`src/rtl/val2_shift_sequencer_pkg.sv`:
```
// -----------------------------------------------------------------------------
// val2_pkg
// Shared definitions for the operand-2 shift sequencer: word width, shift-type
// codes (instruction bits [6:5]) and the sequencer FSM state encoding.
// Optional feature macro used by the block: VAL2_CARRY_OUT_EN.
// -----------------------------------------------------------------------------
package val2_pkg;

    localparam int WORD_W = 32;

    localparam logic [1:0] SH_LSL = 2'b00;
    localparam logic [1:0] SH_LSR = 2'b01;
    localparam logic [1:0] SH_ASR = 2'b10;
    localparam logic [1:0] SH_ROR = 2'b11;

    typedef enum logic [1:0] {
        IDLE  = 2'd0,
        SHIFT = 2'd1,
        DONE  = 2'd2
    } state_t;

endpackage

```
`src/rtl/val2_shift_sequencer_if.sv`:
```
// -----------------------------------------------------------------------------
// val2_shift_sequencer_if
// Request/response bundle of the operand-2 sequencer.
//   master : issues requests (in_valid + payload), consumes result (out_ready)
//   slave  : the sequencer itself
// Handshake: a transfer happens on the rising clk edge where valid && ready.
// The request side accepts only while in_ready=1 (sequencer IDLE); the
// response side holds out_valid and result stable until out_ready is seen.
// With VAL2_CARRY_OUT_EN defined the bundle also carries carry_in/carry_out.
// -----------------------------------------------------------------------------
interface val2_shift_sequencer_if;
    import val2_pkg::*;

    logic              in_valid;
    logic              in_ready;
    logic [WORD_W-1:0] rm_val;
    logic              imm;
    logic              ld_or_str;
    logic [11:0]       shift_operand;
    logic              out_valid;
    logic              out_ready;
    logic [WORD_W-1:0] result;
    logic              busy;
`ifdef VAL2_CARRY_OUT_EN
    logic              carry_in;
    logic              carry_out;
`endif

    modport master (
        output in_valid, rm_val, imm, ld_or_str, shift_operand, out_ready,
        input  in_ready, out_valid, result, busy
`ifdef VAL2_CARRY_OUT_EN
        , output carry_in
        , input  carry_out
`endif
    );

    modport slave (
        input  in_valid, rm_val, imm, ld_or_str, shift_operand, out_ready,
        output in_ready, out_valid, result, busy
`ifdef VAL2_CARRY_OUT_EN
        , input  carry_in
        , output carry_out
`endif
    );

endinterface

```
`src/rtl/val2_shift_sequencer_shift_step.sv`:
```
// -----------------------------------------------------------------------------
// val2_shift_step
// Combinational single step of the shift engine: shifts i_operand by i_k
// (1..4) positions using shift type i_op.
// Ports:
//   i_operand   : word being shifted
//   i_op        : SH_LSL / SH_LSR / SH_ASR / SH_ROR
//   i_k         : step size, 1..4
//   o_result    : shifted word
//   o_shift_out : last bit shifted out (only with VAL2_CARRY_OUT_EN)
// -----------------------------------------------------------------------------
module val2_shift_step
    import val2_pkg::*;
(
    input  logic [WORD_W-1:0] i_operand,
    input  logic [1:0]        i_op,
    input  logic [2:0]        i_k,
    output logic [WORD_W-1:0] o_result
`ifdef VAL2_CARRY_OUT_EN
    , output logic            o_shift_out
`endif
);

    always_comb begin
        o_result = i_operand;
        case (i_op)
            SH_LSL:  o_result = i_operand << i_k;
            SH_LSR:  o_result = i_operand >> i_k;
            // Bit 31 is preserved by every ASR step, so the sign captured at
            // accept keeps being replicated across all steps.
            SH_ASR:  o_result = $signed(i_operand) >>> i_k;
            SH_ROR:  o_result = (i_operand >> i_k) | (i_operand << (6'd32 - {3'b000, i_k}));
            default: o_result = i_operand;
        endcase
    end

`ifdef VAL2_CARRY_OUT_EN
    logic [4:0] w_lsl_idx;
    logic [4:0] w_rsh_idx;

    // LSL drops bit 32-k last; right shifts and rotates drop bit k-1 last.
    assign w_lsl_idx = 5'd0 - {2'b00, i_k};
    assign w_rsh_idx = {2'b00, i_k} - 5'd1;
    assign o_shift_out = (i_op == SH_LSL) ? i_operand[w_lsl_idx] : i_operand[w_rsh_idx];
`endif

endmodule

```
`src/rtl/val2_shift_sequencer.sv`:
```
// -----------------------------------------------------------------------------
// val2_shift_sequencer
// Multi-cycle ARM operand-2 generator. Decodes the shifter operand at accept,
// then iterates val2_shift_step BITS_PER_CYCLE (1, 2 or 4) bits per cycle.
// Ports:
//   clk, rst_n  : rising-edge clock, asynchronous active-low reset
//   bus         : val2_shift_sequencer_if.slave (request/response handshake,
//                 result, busy stall line; carry_in/carry_out when enabled)
//   o_dbg_state : current FSM state
// Optional feature macro: VAL2_CARRY_OUT_EN (adds carry_in/carry_out).
// -----------------------------------------------------------------------------
module val2_shift_sequencer
    import val2_pkg::*;
#(
    parameter int BITS_PER_CYCLE = 1
) (
    input  logic                    clk,
    input  logic                    rst_n,
    val2_shift_sequencer_if.slave   bus,
    output state_t                  o_dbg_state
);

    localparam logic [4:0] BPC = 5'(BITS_PER_CYCLE);

    state_t            r_state,     w_state_nxt;
    logic [WORD_W-1:0] r_operand,   w_operand_nxt;
    logic [1:0]        r_op,        w_op_nxt;
    logic [4:0]        r_remaining, w_remaining_nxt;

    logic [WORD_W-1:0] w_dec_operand;
    logic [1:0]        w_dec_op;
    logic [4:0]        w_dec_amt;
    logic [2:0]        w_k;
    logic [WORD_W-1:0] w_step_result;

`ifdef VAL2_CARRY_OUT_EN
    logic r_carry, w_carry_nxt;
    logic w_step_out;
`endif

    // Request decode, in priority order: memory offset, rotated immediate,
    // immediate-shifted register, register-specified shift (unsupported -> 0).
    always_comb begin
        w_dec_operand = '0;
        w_dec_op      = SH_LSL;
        w_dec_amt     = 5'd0;
        if (bus.ld_or_str) begin
            w_dec_operand = {{(WORD_W-12){bus.shift_operand[11]}}, bus.shift_operand};
        end else if (bus.imm) begin
            w_dec_operand = {{(WORD_W-8){1'b0}}, bus.shift_operand[7:0]};
            w_dec_op      = SH_ROR;
            w_dec_amt     = {bus.shift_operand[11:8], 1'b0};
        end else if (!bus.shift_operand[4]) begin
            w_dec_operand = bus.rm_val;
            w_dec_op      = bus.shift_operand[6:5];
            w_dec_amt     = bus.shift_operand[11:7];
        end
    end

    assign w_k = (r_remaining < BPC) ? r_remaining[2:0] : BPC[2:0];

    val2_shift_step u_step (
        .i_operand   (r_operand),
        .i_op        (r_op),
        .i_k         (w_k),
        .o_result    (w_step_result)
`ifdef VAL2_CARRY_OUT_EN
        , .o_shift_out (w_step_out)
`endif
    );

    // FSM next state plus datapath next values.
    always_comb begin
        w_state_nxt     = r_state;
        w_operand_nxt   = r_operand;
        w_op_nxt        = r_op;
        w_remaining_nxt = r_remaining;
`ifdef VAL2_CARRY_OUT_EN
        w_carry_nxt     = r_carry;
`endif
        case (r_state)
            IDLE: begin
                if (bus.in_valid) begin
                    w_operand_nxt   = w_dec_operand;
                    w_op_nxt        = w_dec_op;
                    w_remaining_nxt = w_dec_amt;
`ifdef VAL2_CARRY_OUT_EN
                    w_carry_nxt     = bus.carry_in;
`endif
                    w_state_nxt     = (w_dec_amt == 5'd0) ? DONE : SHIFT;
                end
            end
            SHIFT: begin
                w_operand_nxt   = w_step_result;
                w_remaining_nxt = r_remaining - {2'b00, w_k};
`ifdef VAL2_CARRY_OUT_EN
                w_carry_nxt     = w_step_out;
`endif
                if (r_remaining == {2'b00, w_k}) begin
                    w_state_nxt = DONE;
                end
            end
            DONE: begin
                if (bus.out_ready) begin
                    w_state_nxt = IDLE;
                end
            end
            default: w_state_nxt = IDLE;
        endcase
    end

    always_ff @(posedge clk or negedge rst_n) begin
        if (!rst_n) begin
            r_state <= IDLE;
        end else begin
            r_state <= w_state_nxt;
        end
    end

    always_ff @(posedge clk or negedge rst_n) begin
        if (!rst_n) begin
            r_operand   <= '0;
            r_op        <= SH_LSL;
            r_remaining <= 5'd0;
`ifdef VAL2_CARRY_OUT_EN
            r_carry     <= 1'b0;
`endif
        end else begin
            r_operand   <= w_operand_nxt;
            r_op        <= w_op_nxt;
            r_remaining <= w_remaining_nxt;
`ifdef VAL2_CARRY_OUT_EN
            r_carry     <= w_carry_nxt;
`endif
        end
    end

    // The working register is the result register; it only moves in SHIFT
    // and on accept, so it is stable throughout DONE.
    assign bus.in_ready  = (r_state == IDLE);
    assign bus.out_valid = (r_state == DONE);
    assign bus.busy      = (r_state != IDLE);
    assign bus.result    = r_operand;
`ifdef VAL2_CARRY_OUT_EN
    assign bus.carry_out = r_carry;
`endif
    assign o_dbg_state   = r_state;

endmodule

```
`src/flat_wrapper.sv`:
```
// flat-port wrapper written by rule: the top's interface ports become plain ports
module val2_shift_sequencer_flat import val2_pkg::*;
#(
    parameter int BITS_PER_CYCLE = 1
)
  (clk, rst_n, o_dbg_state, bus_in_valid, bus_rm_val, bus_imm, bus_ld_or_str, bus_shift_operand, bus_out_ready, bus_in_ready, bus_out_valid, bus_result, bus_busy);
  val2_shift_sequencer_if bus_i ();
  input  logic clk;
  input  logic rst_n;
  output state_t o_dbg_state;
  input wire logic [$bits(bus_i.in_valid)-1:0] bus_in_valid;
  input wire logic [$bits(bus_i.rm_val)-1:0] bus_rm_val;
  input wire logic [$bits(bus_i.imm)-1:0] bus_imm;
  input wire logic [$bits(bus_i.ld_or_str)-1:0] bus_ld_or_str;
  input wire logic [$bits(bus_i.shift_operand)-1:0] bus_shift_operand;
  input wire logic [$bits(bus_i.out_ready)-1:0] bus_out_ready;
  output wire logic [$bits(bus_i.in_ready)-1:0] bus_in_ready;
  output wire logic [$bits(bus_i.out_valid)-1:0] bus_out_valid;
  output wire logic [$bits(bus_i.result)-1:0] bus_result;
  output wire logic [$bits(bus_i.busy)-1:0] bus_busy;
  assign bus_i.in_valid = bus_in_valid;
  assign bus_i.rm_val = bus_rm_val;
  assign bus_i.imm = bus_imm;
  assign bus_i.ld_or_str = bus_ld_or_str;
  assign bus_i.shift_operand = bus_shift_operand;
  assign bus_i.out_ready = bus_out_ready;
  assign bus_in_ready = bus_i.in_ready;
  assign bus_out_valid = bus_i.out_valid;
  assign bus_result = bus_i.result;
  assign bus_busy = bus_i.busy;
  val2_shift_sequencer #(.BITS_PER_CYCLE(BITS_PER_CYCLE)) u_core (.clk(clk), .rst_n(rst_n), .bus(bus_i), .o_dbg_state(o_dbg_state));
endmodule
```
`config.mk`:
```
export PLATFORM = sky130hd
export DESIGN_NAME = val2_shift_sequencer_flat
export DESIGN_NICKNAME = d
export VERILOG_FILES = /design/src/rtl/val2_shift_sequencer_pkg.sv /design/src/rtl/val2_shift_sequencer_if.sv /design/src/rtl/val2_shift_sequencer_shift_step.sv /design/src/rtl/val2_shift_sequencer.sv /design/src/flat_wrapper.sv
export SDC_FILE = /design/constraint.sdc
export NUM_CORES = 1
export LEC_CHECK = 0
export CAP_MARGIN = 20
export CORE_ASPECT_RATIO = 0.7
export CORE_MARGIN = 8
export CORE_UTILIZATION = 47
export CTS_CLUSTER_DIAMETER = 120
export DETAILED_ROUTE_END_ITERATION = 8
export PLACE_DENSITY = 0.76
export SLEW_MARGIN = 20
export SYNTH_ARGS = -nofsm -noshare
export SYNTH_HDL_FRONTEND = slang
export SYNTH_SLANG_ARGS = --single-unit
export TNS_END_PERCENT = 5
```
`constraint.sdc`:
```
create_clock -name clk -period 2.7 [get_ports clk]
set_input_delay 0.54 -clock clk [delete_from_list [all_inputs] [get_ports clk]]
set_output_delay 0.54 -clock clk [all_outputs]
set_load 0.02 [all_outputs]
```
==> results of run 1 <==
==> state kept, by name, summed over array words and instances, names as in the netlist <==
| signal | cells |
|---|---|
| u_core.bus.result | 32 |
| u_core.r_remaining | 5 |
| u_core.o_dbg_state | 2 |
| u_core.r_op | 2 |
==> stage by stage <==
stage | utilization [%] | std cells | hold WS, ns | area (µm²)
floorplan | - | 483 | 0.2444 | 3840
global placement | 62.04 | 660 | 0.5804 | 4905
detailed placement | 62.04 | 660 | 0.5891 | 4905
CTS | 63.69 | 666 | 0.4536 | 5035
global route | 63.98 | 667 | 0.1702 | 5057
finish | 63.98 | 667 | 0.1506 | 5057
==> area by class of cell <==
type                       count  area, µm²
sequential                    41       1026
inverter                      11      41.29
timing repair buffer         118       1134
fill                         696       2848
clock buffer                   5      125.1
clock inverter                 1      5.005
multi-input combinational    390       2600
tap                          101      126.4
==> layer usage <==
layer | global-route usage (%) | vias to the layer above
li1 | - | 2005
met1 | 37.98 | 2160
met2 | 36.27 | 336
met3 | 8.040 | 54
met4 | 9.674 | 0
met5 | 0 | -
==> worst max-delay path, cell delays in order (launching register included) <==
cell and delay (ns):
dfrtp_1 0.41, buf_4 0.17, or3_1 0.55, o21ai_1 0.36
nor2_1 0.08, buf_4 0.19, a22oi_1 0.32, a41oi_1 0.17
o22a_1 0.17
==> cell usage after synthesis, drive strengths merged (7+ instances only) <==
library cell   n  area, µm²
mux2i         11      110.1
o21ai         35      178.9
nor2b          9      56.30
nand2         60      232.7
a31oi         19      118.9
a21oi         57      285.3
o22ai         13      81.33
nand3         16      80.08
nor2          41      163.9
inv            9      33.78
mux4          15      337.8
dfrtp         41       1026
buf           13      70.06
or2            7      43.80
clkbuf        28      105.1
o22a          11      96.34
a32oi         10      87.58
==> cells by family after synthesis <==
| family | after synthesis | share of synthesized area, % |
|---|---|---|
| compound gates | 199 | 33.99 |
| xor+xnor | 1 | 0.2284 |
| fa+ha+maj | 4 | 1.305 |
| buf+inv | 52 | 5.642 |
| flops | 41 | 26.74 |
| mux | 31 | 13.14 |
| other cells | 1 | 0.09775 |
| simple gates | 153 | 18.85 |
==> worst min path at each step <==
stage | end | slack (ns)
finish | u_core.o_dbg_state[0]$_DFFE_PN0P_ | 0.15
global route | u_core.o_dbg_state[0]$_DFFE_PN0P_ | 0.17
detailed placement | u_core.r_op[0]$_DFFE_PN0P_ | 0.59
floorplan | u_core.bus.result[0]$_DFFE_PN0P_ | 0.24
CTS | u_core.o_dbg_state[1]$_DFFE_PN0P_ | 0.45
global placement | u_core.r_op[0]$_DFFE_PN0P_ | 0.58
==> timing repair <==
action,in CTS,in global routing
hold buffers,0,0
resized for setup,0,1
endpoints found under the setup margin,0,6
==> report_power, final <==
group          total (mW)  leakage (nW)  internal, mW  switching (mW)
clock               0.585        0.0655         0.331           0.254
sequential           1.46         0.501         0.906           0.557
combinational        4.10          1.41          1.78            2.32
==> impl_metrics.env, run 1 <==
export IMPL_drc=0
export IMPL_arrival_ns=2.72
export IMPL_synth_main_ff_cell="dfrtp_1"
export IMPL_die_x_um=124.0
export IMPL_cts_made_buffers=5
export IMPL_grt_overflow=0
export IMPL_ioPinCount=87
export IMPL_clkLatencyLatePin_ns=0.29
export IMPL_timing_rr_end="u_core.bus.result[21]$_DFFE_PN0P_"
export IMPL_crit_path_max_fanout=11
export IMPL_clk_pin_slew_ns=0.06
export IMPL_h_tree_depth=2
export IMPL_start_util_pct=48.53
export IMPL_yosysUniqueCellTypes=67
export IMPL_cts_sinks=41
export IMPL_critPathRequiredTime_ns=2.88
export IMPL_final_common_cell="clkdlybuf4s50_1"
export IMPL_min_path_type="in -> async"
export IMPL_outcome="complete, no violations"
export IMPL_antenna_found_initial=0
export IMPL_hold_viol_final=0
export IMPL_drtPass1Iterations=6
export IMPL_grt_usage_pct=26.51
export IMPL_min_period_ns=2.541
export IMPL_wl_um=15430
export IMPL_viasPerCell=6.829
export IMPL_die_area_um2=11350
export IMPL_critPathCaptureType="flip-flop"
export IMPL_grt_pass1_vias=4118
export IMPL_met1_length_um=6669
export IMPL_cap_violations=0
export IMPL_wire_per_inst_um=23.13
export IMPL_rows=27
export IMPL_tightest_slew_ns=0.9589
export IMPL_crit_path_end="u_core.bus.result[21]$_DFFE_PN0P_"
export IMPL_dr_first_iter_drc_count=633
export IMPL_core_area_um2=7905
export IMPL_fmax_ghz=0.3936
export IMPL_cts_setup_buffers=0
export IMPL_netlist_area_um2=3836
export IMPL_portBuffers=86
export IMPL_p_total_mw=6.146
export IMPL_finalWeightedCongestion=1.021
export IMPL_grt_pass1_wl_um=23420
export IMPL_cts_buffer_depth=2
export IMPL_routed_via_count=4555
export IMPL_ys_ff_latch=41
export IMPL_yosys_warnings=0
export IMPL_clock_skew_ns=0.006604
export IMPL_routed_wl_met3_um=1948
export IMPL_synth_async_sr_flop_share_pct=100.0
export IMPL_yosysSeqAreaShare_pct=26.74
export IMPL_fin_setup_tns_ns=0
export IMPL_r2r_cells=8
export IMPL_wl_met2_um=6283
export IMPL_top_layer_used="met4"
export IMPL_setup_viol=0
export IMPL_drv_slew=0
export IMPL_pre_cts_ws_ns=0.1321
export IMPL_synth_edf_count=0
export IMPL_grt_max_degree=42
export IMPL_cts_tree="done"
export IMPL_startpoint_type="flip-flop"
export IMPL_layout_drive_gt1_share_pct=12.72
export IMPL_slew_limit_headroom_pct=35.84
export IMPL_static_leakage_power_nw=1.972
export IMPL_post_dp_hpwl_um=11150
export IMPL_chipHeight_um=91.59
export IMPL_syn2layout_area_growth_pct=31.83
export IMPL_root_buffer="clkbuf_16"
export IMPL_final_cell_mix="85 x clkdlybuf4s50_1, 59 x nand2_1, 57 x a21oi_1"
export IMPL_nNetsFinal=621
export IMPL_crit_type="reg -> reg"
export IMPL_power_density_nw_per_um2=1215
export IMPL_vdd_ir_drop_worst_v=0.001009
export IMPL_ant_nets=0
export IMPL_rrSetupSlack_ns=0.16
export IMPL_syn_area_per_cell_um2=7.959
export IMPL_rsz0062_at_grt="no"
export IMPL_reg2reg_from="u_core.r_remaining[2]$_DFFE_PN0P_"
export IMPL_critPathLaunch="u_core.r_remaining[2]$_DFFE_PN0P_"
export IMPL_worst_slack_ns=0.1594
export IMPL_min_period_over_period_pct=94.10
export IMPL_syn_inst=482
export IMPL_antenna_cells=0
(Power assumes the default switching activity.)
==> run 2, diff against run 1 <==
CAP_MARGIN = default   (was 20)
SLEW_MARGIN = 40   (was 20)
==> impl_metrics.env, run 2 (synthesis gave the netlist of run 1 again) <==
export IMPL_outcome="complete, no violations"
export IMPL_clock_power_share_pct=9.4
export IMPL_nNetsFinal=620
export IMPL_clk_pin_slew_ns=0.06
export IMPL_crit_type="reg -> reg"
export IMPL_cap_violations=0
export IMPL_crit_path_max_fanout=11
export IMPL_largest_reg_flops=32
export IMPL_p_int_mw=3.012
export IMPL_fin_setup_tns_ns=0
export IMPL_rsz0062_at_grt="no"
export IMPL_cp_cell_sequence="nor3_4, nand2_4, inv_2, ha_2, mux4_2, a32oi_1, a41oi_1, a211o_1"
export IMPL_final_cell_mix="85 x clkdlybuf4s50_1, 59 x nand2_1, 57 x a21oi_1"
export IMPL_drv_slew=0
export IMPL_post_dp_hpwl_um=11170
export IMPL_clkLatencyLatePin_ns=0.28
export IMPL_ioPinCount=87
export IMPL_fmax_ghz=0.3952
export IMPL_min_path_type="in -> async"
export IMPL_grt_usage_pct=26.93
export IMPL_cp_slowest_stage_delay_ns=0.60
export IMPL_static_leakage_power_nw=1.963
export IMPL_root_buffer="clkbuf_16"
export IMPL_cts_made_buffers=5
export IMPL_portBuffers=86
export IMPL_grt_pass1_wl_um=24010
export IMPL_hold_viol_final=0
export IMPL_layout_drive_gt1_share_pct=12.74
export IMPL_seqPwrFrac_pct=23.7
export IMPL_worst_path_buf_inv=1
export IMPL_setup_viol=0
export IMPL_antenna_cells=0
export IMPL_finalWeightedCongestion=1.021
export IMPL_drc=0
export IMPL_h_tree_depth=2
export IMPL_power_density_nw_per_um2=1219
export IMPL_critPathRequiredTime_ns=2.87
export IMPL_viasPerCell=6.797
export IMPL_cts_setup_buffers=0
export IMPL_min_period_over_period_pct=93.71
export IMPL_chipHeight_um=91.59
export IMPL_switching_power_mw=3.134
export IMPL_cts_tree="done"
export IMPL_wire_per_inst_um=23.19
export IMPL_final_common_cell="clkdlybuf4s50_1"
export IMPL_arrival_ns=2.70
export IMPL_die_area_um2=11350
export IMPL_antenna_found_initial=0
export IMPL_dr_first_iter_drc_count=576
export IMPL_p_sw_share_pct=50.99
export IMPL_syn2layout_area_growth_pct=31.44
export IMPL_die_x_um=124.0
export IMPL_cts_sinks=41
export IMPL_startpoint_type="flip-flop"
export IMPL_clock_skew_ns=0.006552
export IMPL_wl_um=15450
export IMPL_core_area_um2=7905
export IMPL_routed_via_count=4527
export IMPL_critPathCaptureType="flip-flop"
export IMPL_cts_hold_buf=0
export IMPL_grt_max_degree=42
export IMPL_grt_overflow=0
export IMPL_rows=27
export IMPL_cts_buffer_depth=2
export IMPL_tightest_slew_ns=0.8289
export IMPL_grt_pass1_vias=4152
export IMPL_min_period_ns=2.530
export IMPL_crit_family="compound AO/OA/AOI/OAI gates"
export IMPL_p_comb_share_pct=66.8
export IMPL_ant_nets=0
export IMPL_worst_path_max_delay_cell="mux4_2"
export IMPL_start_util_pct=48.53
export IMPL_vdd_ir_drop_worst_v=0.0009718
export IMPL_slew_limit_headroom_pct=44.37
export IMPL_holdWs_ns=0.2397
export IMPL_drtPass1Iterations=5
-- run 2: path summary, 6_finish.rpt --
path	from	endpoint	slack (ns)	cells after the start
max	u_core.r_remaining[3]$_DFFE_PN0P_	u_core.bus.result[29]$_DFFE_PN0P_	0.17	8
max in group asynchronous	rst_n	u_core.bus.result[14]$_DFFE_PN0P_	2.05	1
min	rst_n	u_core.o_dbg_state[1]$_DFFE_PN0P_	0.24	1
max reg2reg	u_core.r_remaining[3]$_DFFE_PN0P_	u_core.bus.result[29]$_DFFE_PN0P_	0.17	8
min in group clk	u_core.r_op[0]$_DFFE_PN0P_	u_core.r_op[0]$_DFFE_PN0P_	0.60	2
min reg2reg	u_core.r_op[0]$_DFFE_PN0P_	u_core.r_op[0]$_DFFE_PN0P_	0.60	2
-- run 2: layout make-up --
type                            instances  area (µm²)
Clock buffer                            5       125.1
Clock inverter                          1       5.005
Fill cell                             691        2863
Inverter                               11       41.29
Multi-Input combinational cell        390        2603
Sequential cell                        41        1026
Tap cell                              101       126.4
Timing Repair Buffer                  117        1116
-- run 2: what timing repair did --
| item | 4_1_cts | 5_1_grt |
|---|---|---|
| endpoints found under the setup margin | 0 | 5 |
| endpoints found under the hold margin | 0 | 0 |
| resized for setup | 0 | 1 |
-- run 2: power by group through the flow --
stage	logic (mW)	clock network [mW]	registers (mW)
floorplan	2.30	0	1.56
global placement	3.98	0	1.43
detailed placement	4.03	0	1.44
CTS	4.04	0.584	1.43
global route	4.41	0.606	1.50
finish	4.11	0.581	1.46
-- run 2: routing by layer --
metal,GRT usage [%],wire [µm],up-vias
met2,37.16,6285,308
met4,7.009,405,0
met3,8.040,2026,37
met5,0,0,-
li1,-,-,2013
met1,39.43,6729,2169
-- run 2: stage by stage --
step                      power [mW]  cells  setup slack (ns)  cell area [µm²]  utilization [%]
after floorplan                3.859    483           0.02369             3840                -
after global placement         5.420    660            0.1526             4905            62.04
after detailed placement       5.470    660            0.1140             4910            62.11
after CTS                      6.063    666           0.09967             5040            63.75
after global routing           6.521    666           0.06239             5042            63.79
final                          6.145    666            0.1699             5042            63.79
==> run 3, diff against run 2 <==
==> constraint.sdc (replaced) <==
create_clock -name clk -period 2.7 [get_ports clk]
set_input_delay 0.405 -clock clk [delete_from_list [all_inputs] [get_ports clk]]
set_output_delay 0.405 -clock clk [all_outputs]
set_load 0.02 [all_outputs]
==> impl_metrics.env, run 3 (synthesis gave the netlist of run 1 again) <==
export IMPL_outcome="complete, no violations"
export IMPL_hold_viol_final=0
export IMPL_cts_buffer_depth=2
export IMPL_cp_slowest_stage_delay_ns=0.45
export IMPL_dr_first_iter_drc_count=571
export IMPL_critPathCaptureType="flip-flop"
export IMPL_min_period_over_period_pct=93.58
export IMPL_crit_type="reg -> reg"
export IMPL_post_dp_hpwl_um=11580
export IMPL_vdd_ir_drop_worst_v=0.0009532
export IMPL_rows=27
export IMPL_startpoint_type="flip-flop"
export IMPL_cap_violations=0
export IMPL_rrSetupSlack_ns=0.17
export IMPL_utilization_pct=63.79
export IMPL_crit_path_max_fanout=11
export IMPL_drv_slew=0
export IMPL_ioPinCount=87
export IMPL_final_cell_mix="85 x clkdlybuf4s50_1, 59 x nand2_1, 57 x a21oi_1"
export IMPL_fmax_ghz=0.3958
export IMPL_timing_rr_end="u_core.bus.result[21]$_DFFE_PN0P_"
export IMPL_cts_sinks=41
export IMPL_grt_pass1_wl_um=24410
export IMPL_multi_input_comb_area_um2=2600
export IMPL_setup_viol=0
export IMPL_grt_overflow=0
export IMPL_slew_limit_headroom_pct=62.86
export IMPL_clkLatencyLatePin_ns=0.29
export IMPL_largest_reg_flops=32
export IMPL_final_common_cell="clkdlybuf4s50_1"
export IMPL_cts_hold_buf=0
export IMPL_clk_pin_slew_ns=0.07
export IMPL_grt_usage_pct=27.63
export IMPL_power_density_nw_per_um2=1228
export IMPL_arrival_ns=2.71
export IMPL_reg2reg_from="u_core.r_remaining[4]$_DFFE_PN0P_"
export IMPL_critPathRequiredTime_ns=2.88
export IMPL_ant_nets=0
export IMPL_static_leakage_power_nw=1.970
export IMPL_cts_resized=0
export IMPL_tightest_slew_ns=0.5571
export IMPL_nNetsFinal=622
export IMPL_drc=0
export IMPL_clock_skew_ns=0.009981
export IMPL_antenna_found_initial=1
export IMPL_layout_drive_gt1_share_pct=12.87
export IMPL_chipHeight_um=91.59
export IMPL_die_x_um=124.0
export IMPL_die_area_um2=11350
export IMPL_worst_path_max_delay_cell="dfrtp_1"
export IMPL_core_area_um2=7905
export IMPL_viasPerCell=6.769
export IMPL_r2r_cells=9
export IMPL_fillers=723
export IMPL_seq_area_um2=1026
export IMPL_wl_um=15780
export IMPL_min_period_ns=2.527
export IMPL_h_tree_depth=2
export IMPL_start_util_pct=48.53
export IMPL_min_path_type="in -> async"
export IMPL_cts_setup_buffers=0
export IMPL_syn2layout_area_growth_pct=31.44
export IMPL_routed_via_count=4522
export IMPL_wire_per_inst_um=23.63
export IMPL_root_buffer="clkbuf_16"
export IMPL_holdWs_ns=0.09645
export IMPL_portBuffers=86
export IMPL_grt_max_degree=42
export IMPL_cp_cell_sequence="nor3_4, nand2_4, inv_2, ha_2, buf_4, mux4_2, a22oi_1, a41oi_1, o22a_1"
export IMPL_grt_pass1_vias=4228
export IMPL_finalWeightedCongestion=0.9877
export IMPL_drtPass1Iterations=7
export IMPL_cts_made_buffers=5
export IMPL_antenna_cells=0
export IMPL_fin_setup_tns_ns=0
export IMPL_crit_family="compound AO/OA/AOI/OAI gates"
export IMPL_worst_path_buf_inv=2
export IMPL_rsz0062_at_grt="no"
export IMPL_cts_tree="done"
[run 3: changes by cell type in the layout (fill, tap and decap cells not counted)]
| cell | delta |
|---|---|
| nor2_2 | -1 |
| buf_12 | -1 |
| buf_4 | +3 |
| nor2_1 | +1 |
[run 3: final cells by class]
class	instances	share of cell area (%)
flip-flops and latches	41	20.35
repair buffers	119	22.18
well taps	101	2.506
inverters	11	0.8189
multi-input cells	390	51.56
clock inverters	1	0.09926
clock buffers	5	2.481
[run 3: metal layers]
layer | vias up | wire length (µm) | GRT usage [%]
li1 | 2013 | - | -
met1 | 2179 | 6824 | 38.94
met2 | 298 | 6658 | 40.02
met3 | 30 | 1993 | 8.411
met4 | 2 | 291 | 6.910
met5 | - | 15 | 0
[run 3: how the worst max path moves through the flow]
| stage | from | endpoint | cells past startpoint |
|---|---|---|---|
| 6_report | u_core.r_remaining[4]$_DFFE_PN0P_ | u_core.bus.result[21]$_DFFE_PN0P_ | 9 |
| 5_1_grt | u_core.r_remaining[4]$_DFFE_PN0P_ | u_core.bus.result[30]$_DFFE_PN0P_ | 11 |
| 4_1_cts | u_core.r_remaining[3]$_DFFE_PN0P_ | u_core.bus.result[21]$_DFFE_PN0P_ | 9 |
| 3_5_place_dp | u_core.r_remaining[3]$_DFFE_PN0P_ | u_core.bus.result[21]$_DFFE_PN0P_ | 9 |
| 3_3_place_gp | u_core.r_remaining[3]$_DFFE_PN0P_ | u_core.bus.result[29]$_DFFE_PN0P_ | 8 |
| 2_1_floorplan | u_core.r_remaining[4]$_DFFE_PN0P_ | u_core.bus.result[25]$_DFFE_PN0P_ | 11 |
[run 3: through the flow]
| stage | setup slack, ns | area [µm²] | std cells | total power [mW] |
|---|---|---|---|---|
| floorplan | 0.02369 | 3840 | 483 | 3.859 |
| global placement | 0.1387 | 4907 | 662 | 5.443 |
| detailed placement | 0.1176 | 4910 | 662 | 5.506 |
| CTS | 0.1108 | 5040 | 668 | 6.108 |
| global route | 0.09052 | 5042 | 668 | 6.530 |
| finish | 0.1734 | 5042 | 668 | 6.192 |
[run 3: where the power goes]
| group | switching [mW] | internal, mW |
|---|---|---|
| Clock | 0.254 | 0.331 |
| Combinational | 2.30 | 1.80 |
| Sequential | 0.605 | 0.905 |
